<file path="src/rtl/cpu_lsu.sv">
// Handshaked load/store unit: byte/half/word accesses with extension, byte
// enables, alignment checking and a REQ+WAIT timeout toward data memory.
module cpu_lsu #(
   parameter int MEM_AW  = 12,
   parameter int TIMEOUT = 255
) (
   input  logic              clk,
   input  logic              rst_n,
   input  logic              req_valid,
   output logic              req_ready,
   input  logic              req_we,
   input  logic [1:0]        req_size,
   input  logic              req_unsigned,
   input  logic [31:0]       req_addr,
   input  logic [31:0]       req_wdata,
   output logic              rsp_valid,
   output logic [31:0]       rsp_rdata,
   output logic              rsp_err,
   output logic              busy,
   output logic              mem_req,
   output logic              mem_we,
   output logic [MEM_AW-1:0] mem_addr,
   output logic [3:0]        mem_be,
   output logic [31:0]       mem_wdata,
   input  logic              mem_gnt,
   input  logic              mem_rvalid,
   input  logic [31:0]       mem_rdata,
   output logic [1:0]        dbg_state_o
);

   localparam int CW = (TIMEOUT < 2) ? 1 : $clog2(TIMEOUT + 1);

   typedef enum logic [1:0] {IDLE = 2'd0, REQ = 2'd1, WAIT = 2'd2, RESP = 2'd3} state_e;

   state_e         state_q;
   logic           we_q, uns_q;
   logic [1:0]     size_q;
   logic [31:0]    addr_q, wdata_q;
   logic [CW-1:0]  cnt_q;
   logic           req_ready_q, busy_q, rsp_valid_q, rsp_err_q, mem_req_q;
   logic [31:0]    rsp_rdata_q;

   logic           misaligned;
   logic           timeout_hit;
   logic [3:0]     be_l;
   logic [31:0]    wdata_l;
   logic [31:0]    lane;
   logic [31:0]    rdata_d;

   always_comb begin
      misaligned = (req_size == 2'd3) ||
                   (req_size == 2'd1 && req_addr[0]) ||
                   (req_size == 2'd2 && req_addr[1:0] != 2'b00);
      timeout_hit = (TIMEOUT != 0) && (cnt_q == CW'(TIMEOUT - 1));
   end

   always_comb begin
      be_l    = 4'b1111;
      wdata_l = wdata_q;
      case (size_q)
         2'd0: begin
            be_l    = 4'b0001 << addr_q[1:0];
            wdata_l = {4{wdata_q[7:0]}};
         end
         2'd1: begin
            be_l    = 4'b0011 << {addr_q[1], 1'b0};
            wdata_l = {2{wdata_q[15:0]}};
         end
         default: ;
      endcase
   end

   // Load data is extracted from the addressed lane using the latched request.
   always_comb begin
      lane    = mem_rdata >> {addr_q[1:0], 3'b000};
      rdata_d = mem_rdata;
      case (size_q)
         2'd0: rdata_d = uns_q ? {24'b0, lane[7:0]} : {{24{lane[7]}}, lane[7:0]};
         2'd1: rdata_d = uns_q ? {16'b0, lane[15:0]} : {{16{lane[15]}}, lane[15:0]};
         default: ;
      endcase
   end

   always_ff @(posedge clk or negedge rst_n) begin
      if (!rst_n) begin
         state_q     <= IDLE;
         we_q        <= 1'b0;
         uns_q       <= 1'b0;
         size_q      <= 2'd0;
         addr_q      <= 32'b0;
         wdata_q     <= 32'b0;
         cnt_q       <= '0;
         req_ready_q <= 1'b1;
         busy_q      <= 1'b0;
         rsp_valid_q <= 1'b0;
         rsp_err_q   <= 1'b0;
         rsp_rdata_q <= 32'b0;
         mem_req_q   <= 1'b0;
      end else begin
         case (state_q)
            IDLE: begin
               if (req_valid) begin
                  cnt_q       <= '0;
                  req_ready_q <= 1'b0;
                  busy_q      <= 1'b1;
                  if (misaligned) begin
                     state_q     <= RESP;
                     rsp_valid_q <= 1'b1;
                     rsp_err_q   <= 1'b1;
                     rsp_rdata_q <= 32'b0;
                  end else begin
                     we_q      <= req_we;
                     uns_q     <= req_unsigned;
                     size_q    <= req_size;
                     addr_q    <= req_addr;
                     wdata_q   <= req_wdata;
                     mem_req_q <= 1'b1;
                     state_q   <= REQ;
                  end
               end
            end
            REQ: begin
               cnt_q <= cnt_q + CW'(1);
               if (mem_gnt) begin
                  mem_req_q <= 1'b0;
                  if (we_q || mem_rvalid) begin
                     state_q     <= RESP;
                     rsp_valid_q <= 1'b1;
                     rsp_err_q   <= 1'b0;
                     rsp_rdata_q <= we_q ? 32'b0 : rdata_d;
                  end else begin
                     state_q <= WAIT;
                  end
               end else if (timeout_hit) begin
                  mem_req_q   <= 1'b0;
                  state_q     <= RESP;
                  rsp_valid_q <= 1'b1;
                  rsp_err_q   <= 1'b1;
                  rsp_rdata_q <= 32'b0;
               end
            end
            WAIT: begin
               cnt_q <= cnt_q + CW'(1);
               if (mem_rvalid) begin
                  state_q     <= RESP;
                  rsp_valid_q <= 1'b1;
                  rsp_err_q   <= 1'b0;
                  rsp_rdata_q <= rdata_d;
               end else if (timeout_hit) begin
                  state_q     <= RESP;
                  rsp_valid_q <= 1'b1;
                  rsp_err_q   <= 1'b1;
                  rsp_rdata_q <= 32'b0;
               end
            end
            RESP: begin
               state_q     <= IDLE;
               rsp_valid_q <= 1'b0;
               rsp_err_q   <= 1'b0;
               rsp_rdata_q <= 32'b0;
               busy_q      <= 1'b0;
               req_ready_q <= 1'b1;
            end
            default: state_q <= IDLE;
         endcase
      end
   end

   // Memory-side fields are forced to zero whenever no request is outstanding.
   assign mem_req     = mem_req_q;
   assign mem_we      = mem_req_q & we_q;
   assign mem_addr    = mem_req_q ? addr_q[MEM_AW+1:2] : '0;
   assign mem_be      = mem_req_q ? be_l : 4'b0000;
   assign mem_wdata   = mem_req_q ? wdata_l : 32'b0;
   assign req_ready   = req_ready_q;
   assign busy        = busy_q;
   assign rsp_valid   = rsp_valid_q;
   assign rsp_err     = rsp_err_q;
   assign rsp_rdata   = rsp_rdata_q;
   assign dbg_state_o = state_q;

endmodule

</file>
<file path="config.mk">
export PLATFORM = sky130hd
export DESIGN_NAME = cpu_lsu
export DESIGN_NICKNAME = d
export VERILOG_FILES = /design/src/rtl/cpu_lsu.sv
export SDC_FILE = /design/constraint.sdc
export NUM_CORES = 1
export LEC_CHECK = 0
export BUFFER_PORTS_ARGS = -buffer_cell sky130_fd_sc_hd__buf_2
export CAP_MARGIN = 20
export CORE_UTILIZATION = 25
export DETAILED_ROUTE_END_ITERATION = 8
export PLACE_DENSITY_LB_ADDON = 0.12
export SETUP_SLACK_MARGIN = 0.2
export SYNTH_ARGS = -nofsm -noshare
export SYNTH_HDL_FRONTEND = slang
export SYNTH_SLANG_ARGS = --single-unit
</file>
<file path="constraint.sdc">
create_clock -name clk -period 5.4 [get_ports clk]
set_input_delay 0 -clock clk [delete_from_list [all_inputs] [get_ports clk]]
set_output_delay 0 -clock clk [all_outputs]
set_load 0.01 [all_outputs]
</file>
# Word level (Yosys, flattened, before mapping)

Index checks and enable logic that the tools add are counted.

Output and inout port bits: 88
Logic and storage cells: 95
Flip-flop bits (word level): 97

Equality and inequality tests: 13
Bitwise gates (word level): 2
Shift-type cells: 3
Add/sub/neg operators: 1
Reductions and logical operators: 17
Multiplexer cells: 46

Operators with widths:

| kind                                           | number |
|---|---|
| 2-to-1 mux 32 bit                              | 10 |
| one-hot mux 32 bit (2 select lines)            | 2 |
| one-hot mux 32 bit (4 select lines)            | 1 |
| right shift 32 x 5 -> 16 bit                   | 1 |
| 2-to-1 mux 1 bit                               | 17 |
| one-hot mux 8 bit (2 select lines)             | 1 |
| 2-to-1 mux 12 bit                              | 1 |
| 2-to-1 mux 2 bit                               | 5 |
| adder 8 x 1 -> 8 bit (second input constant)   | 1 |
| == test 2 bit (second input constant)          | 4 |
| == test 8 bit (second input constant)          | 1 |
| 2-to-1 mux 8 bit                               | 1 |
| one-hot mux 1 bit (4 select lines)             | 2 |
| one-hot mux 2 bit (4 select lines)             | 1 |
| one-hot mux 4 bit (2 select lines)             | 1 |
| nonzero test 2 bit                             | 4 |
| == test 2 x 1 -> 1 bit (second input constant) | 3 |
| inequality test 2 bit (second input constant)  | 3 |
| inequality test 3 bit (second input constant)  | 2 |
| one-hot mux 1 bit (2 select lines)             | 3 |
| AND reduction 3 bit                            | 2 |
| logical NOT 2 bit                              | 2 |
| 2-to-1 mux 4 bit                               | 1 |
| AND reduction 2 bit                            | 2 |
| other kinds (8)                                | 11 |

# Longest topological paths before layout

Word-level depth: 7
Gate-level depth with buffers: 8
Gate-level depth less buffers: 6

# Worst setup path after synthesis

OpenSTA, ideal clock, no wires.

Kind: register to register
Start point: reg state_q[0], in the netlist dbg_state_o[0]
End point: reg rsp_err_q, in the netlist rsp_err
Path slack: 3.468 ns
Library setup time: 0.126 ns
Period minus slack after synthesis: 1.932 ns
Arrival time: 1.806 ns
Stages on the path, launching flop included: 8
Required time: 5.274 ns
Path buffers: 1
Cell sequence: dfrtp_1 -> inv_1 -> ha_1 -> buf_2 -> inv_1 -> o2111ai_1 -> or4_1 -> o311a_1

Cells in the longest elaborated chain, start to end: 3

RTL lines:

| element                                                                         | line | RTL |
|---|---|---|
| from (decl)                                                                     | 35   | `state_e state_q;` |
| from (signal assigned)                                                          | 86   | `state_q <= IDLE;` |
| from (signal assigned)                                                          | 107  | `state_q <= RESP;` |
| from (signal assigned)                                                          | 118  | `state_q <= REQ;` |
| == test 2 x 1 -> 1 bit or logical NOT 2 bit (tied branches)                     | 100  | `case (state_q)` |
| inequality test 3 bit (no source line) or inequality test 2 bit (tied branches) | --   |  |
| AND reduction 3 bit (no source line)                                            | --   |  |
| to (signal assigned)                                                            | 96   | `rsp_err_q <= 1'b0;` |
| to (signal assigned)                                                            | 109  | `rsp_err_q <= 1'b1;` |
| to (signal assigned)                                                            | 129  | `rsp_err_q <= 1'b0;` |
| to (decl)                                                                       | 40   | `logic req_ready_q, busy_q, rsp_valid_q, rsp_err_q, mem_req_q;` |

Several ways; a longest one is shown, not always the timed one.
A chain may end at the register's enable or synchronous reset.

# Worst setup path in the final report

Start point: reg addr_q[0]
End point: reg rsp_rdata_q[18], in the netlist rsp_rdata[18]

Cells in the longest elaborated chain, start to end: 7

RTL lines:

| element                                     | line   | RTL |
|---|---|---|
| from (decl)                                 | 38     | `logic [31:0] addr_q, wdata_q;` |
| from (signal assigned)                      | 115    | `addr_q <= req_addr;` |
| right shift 32 x 5 -> 16 bit *              | 75     | `lane = mem_rdata >> {addr_q[1:0], 3'b000};` |
| 2-to-1 mux 32 bit, on equally long branches | 79, 78 |  |
| one-hot mux 32 bit (2 select lines) *       | 77     | `case (size_q)` |
| 2-to-1 mux 32 bit                           | 130    | `rsp_rdata_q <= we_q ? 32'b0 : rdata_d;` |
| 2-to-1 mux 32 bit                           | 126    | `if (we_q \|\| mem_rvalid) begin` |
| 2-to-1 mux 32 bit                           | 124    | `if (mem_gnt) begin` |
| one-hot mux 32 bit (4 select lines) *       | 100    |  |
| to (signal assigned)                        | 130    |  |
| to (signal assigned)                        | 148    | `rsp_rdata_q <= rdata_d;` |
| to (decl)                                   | 41     | `logic [31:0] rsp_rdata_q;` |

Mark *: on every way between the ends. The rest lies on a longest branch, timed or not. The select of a mux whose other input is x is not followed.

==> flow_metrics.env <==
export IMPL_worstReg2RegStart="addr_q[0]"
export IMPL_reg2reg_to="rsp_rdata[18]"
export IMPL_num_rows=54
export IMPL_clkTransAtPathRegs_ns=0.07
export IMPL_overflow=0
export IMPL_final_max_slew_viol_count=0
export IMPL_io_buffers=174
export IMPL_synth_warnings=0
export IMPL_total_power_uw=4480
export IMPL_synth_ff_latch_count=97
export IMPL_synth_top_area_share_pct=42.6
export IMPL_dp_cells=916
export IMPL_power_density_nw_per_um2=589
export IMPL_finalCritPeriodShare_pct=44.7
export IMPL_violations="design-rule violations"
export IMPL_cts_sinks=97
export IMPL_h_tree_depth=3
export IMPL_dr_total_vias=4720
export IMPL_dieArea_um2=23200
export IMPL_cts_resized=0
export IMPL_rrSetupSlack_ns=2.99
export IMPL_rsz0062_at_grt="false"
export IMPL_crit_arrival_ns=2.71
export IMPL_drt_first_pass_iters=9
export IMPL_multi_input_comb_area_um2=2960
export IMPL_hp_class="primary input to flop"
export IMPL_clock_fmax_mhz=414
export IMPL_hold_path_depth=4
export IMPL_grt_usage_pct=15.5
export IMPL_drcViolationCount=13
export IMPL_io_pins=193
export IMPL_nNetsFinal=814
export IMPL_dpl_instance_area_um2=6680
export IMPL_wl_per_cell_um=17.8
export IMPL_fillerInstances=2250
export IMPL_hold_path_endpoint="rsp_rdata[5]"
export IMPL_final_cells=988
export IMPL_post_cts_buffers=0
export IMPL_numCtsBuffers=9
export IMPL_grt_max_degree=73
export IMPL_fp_dieW_um=152
export IMPL_syn_nets=606
export IMPL_yosysUniqueCellTypes=55
export IMPL_critPathCaptureType="flop"
export IMPL_p_leak_uw=0.00375
export IMPL_fin_setup_tns_ns=0
export IMPL_synth_area_top_cells="dfrtp_1 43%, mux2_4 13%, a32o_1 4.4%"
export IMPL_slew_headroom_pct=30.3
export IMPL_seqCellArea_um2=2430
export IMPL_final_cell_area_um2=7600
export IMPL_synth_edf_count=0
export IMPL_async_reset_ff_share_pct=100
export IMPL_synth_most_common_cell="dfrtp_1"
export IMPL_path_class="flop to flop"
export IMPL_clock_skew_ns=0.00737
export IMPL_clk_latency_ns=0.35
export IMPL_drtAntennaViolNets=0
export IMPL_whs_ns=0.0159
export IMPL_yosysTopAreaCell="dfrtp_1"
export IMPL_root_buffer="clkbuf_16"
export IMPL_num_antenna_cells=0
export IMPL_start_util_pct=25.7
export IMPL_hold_start="mem_rdata[5]"
export IMPL_finalHoldViolations=0
export IMPL_synth_seq_area_share_pct=43.0
export IMPL_startpoint_type="flop"
export IMPL_worst_pin_slew_ns=1.04
export IMPL_routabilityCongestion=0.799
export IMPL_setup_violations=0
export IMPL_status="complete, but fails checks"
export IMPL_clk_path_buf_depth=2
export IMPL_viasPerCell=4.78
export IMPL_ys_flop_type="dfrtp_1"
export IMPL_die_h_um=152
export IMPL_r2r_cells=4
export IMPL_postCtsHoldBufs=55
export IMPL_tritoncts="built"
export IMPL_dp_hpwl_mm=11.8
export IMPL_cap_violations=0
export IMPL_drt_iter0_markers=219
export IMPL_grt_pass1_vias=4911
export IMPL_ys_top_cells_by_count="96 x dfrtp_1, 50 x mux2_4, 29 x nand2_1, 28 x nand2b_1, 28 x o21ai_0"
export IMPL_area_growth_pct=34.7
export IMPL_postSynthAreaPerCell_um2=11.4
export IMPL_core_area_um2=22000
export IMPL_peakVddDrop_mv=0.175
export IMPL_path_max_fanout=25
export IMPL_drive_gt1_share_pct=37.9
export IMPL_antenna_found_initial=0
export IMPL_crit_required_ns=5.69
export IMPL_wl_mm=17.6
export IMPL_syn_area_um2=5640
export IMPL_period_minus_slack_ns=2.41
export IMPL_grt_pass1_wl_mm=28.0
export IMPL_synthCells=495
-- worst max-delay path by stage --
| stage | from | endpoint | slack, ns |
|---|---|---|---|
| detailed placement | size_q[1] | rsp_rdata[18] | 2.98 |
| global placement | dbg_state_o[0] | wdata_q[22] | 3.01 |
| CTS | size_q[1] | rsp_rdata[18] | 2.96 |
| finish | addr_q[0] | rsp_rdata[18] | 2.99 |
| floorplan | dbg_state_o[0] | rsp_err | 3.47 |
| global route | size_q[1] | rsp_rdata[18] | 2.79 |
-- per-stage QoR --
step	setup WS [ns]	utilization [%]
after global placement	3.01	30.4
after CTS	2.96	34.5
final	2.99	34.6
after floorplan	3.47	-
after global routing	2.79	34.6
after detailed placement	2.98	30.4
-- per-layer routing --
layer,up-vias,wire length [µm],track usage [%]
met3,18,812,3.16
met4,0,349,6.03
met1,2352,7960,19.5
met2,114,8490,26.1
met5,-,0,0
li1,2236,-,-
-- flip-flops by register name, summed over array words and instances (netlist names), 2 cells and up --
| signal | cells |
|---|---|
| cnt_q | 8 |
| wdata_q | 32 |
| size_q | 2 |
| dbg_state_o | 2 |
| addr_q | 14 |
| rsp_rdata | 32 |
-- worst max-delay path, stage by stage (launching register included) --
cell and delay [ns]:
dfrtp_1 1.03, mux2i_1 0.25, a22oi_1 0.32, o221a_2 0.50, a32o_1 0.24
-- cell usage in the layout, fill, tap and decap left out, drive strengths merged, types with 4 or more instances in the layout --
cell / synthesis / final
o211a: 8 / 8
nor3: 4 / 4
buf: 24 / 180
nand4: 4 / 4
nand2b: 28 / 28
clkbuf: 14 / 11
o21ai: 30 / 30
o211ai: 4 / 4
mux2i: 23 / 23
dfrtp: 96 / 96
nand2: 29 / 29
a22o: 9 / 9
mux2: 64 / 64
a22oi: 15 / 15
a21oi: 5 / 5
ha: 6 / 6
nor2b: 16 / 16
inv: 9 / 9
nor2: 12 / 12
a21boi: 9 / 9
a32o: 25 / 25
and2: 21 / 21
dlygate4sd3: 0 / 55
-- final cells by class --
| cell class | count | area share (%) |
|---|---|---|
| multi-input cells | 351 | 38.9 |
| flip-flops and latches | 97 | 32.0 |
| repair buffers | 235 | 19.6 |
| well taps | 280 | 4.61 |
| clock buffers | 11 | 3.19 |
| clock inverters | 5 | 1.35 |
| inverters | 9 | 0.444 |
-- cells by family after synthesis --
family	synth area share [%]
AOI/OAI and AO/OA	17.8
DFF	43.0
muxes	20.2
adders and majority gates	1.33
and+or+nand+nor	12.7
xor gates and xnor gates	0.310
buffers and inverters	4.74
-- where the power goes --
part	switching [µW]	internal, µW	total (µW)
logic	1230	1140	2360
registers	319	1030	1350
clock network	298	466	763
Power figures use the tool's default switching activity.
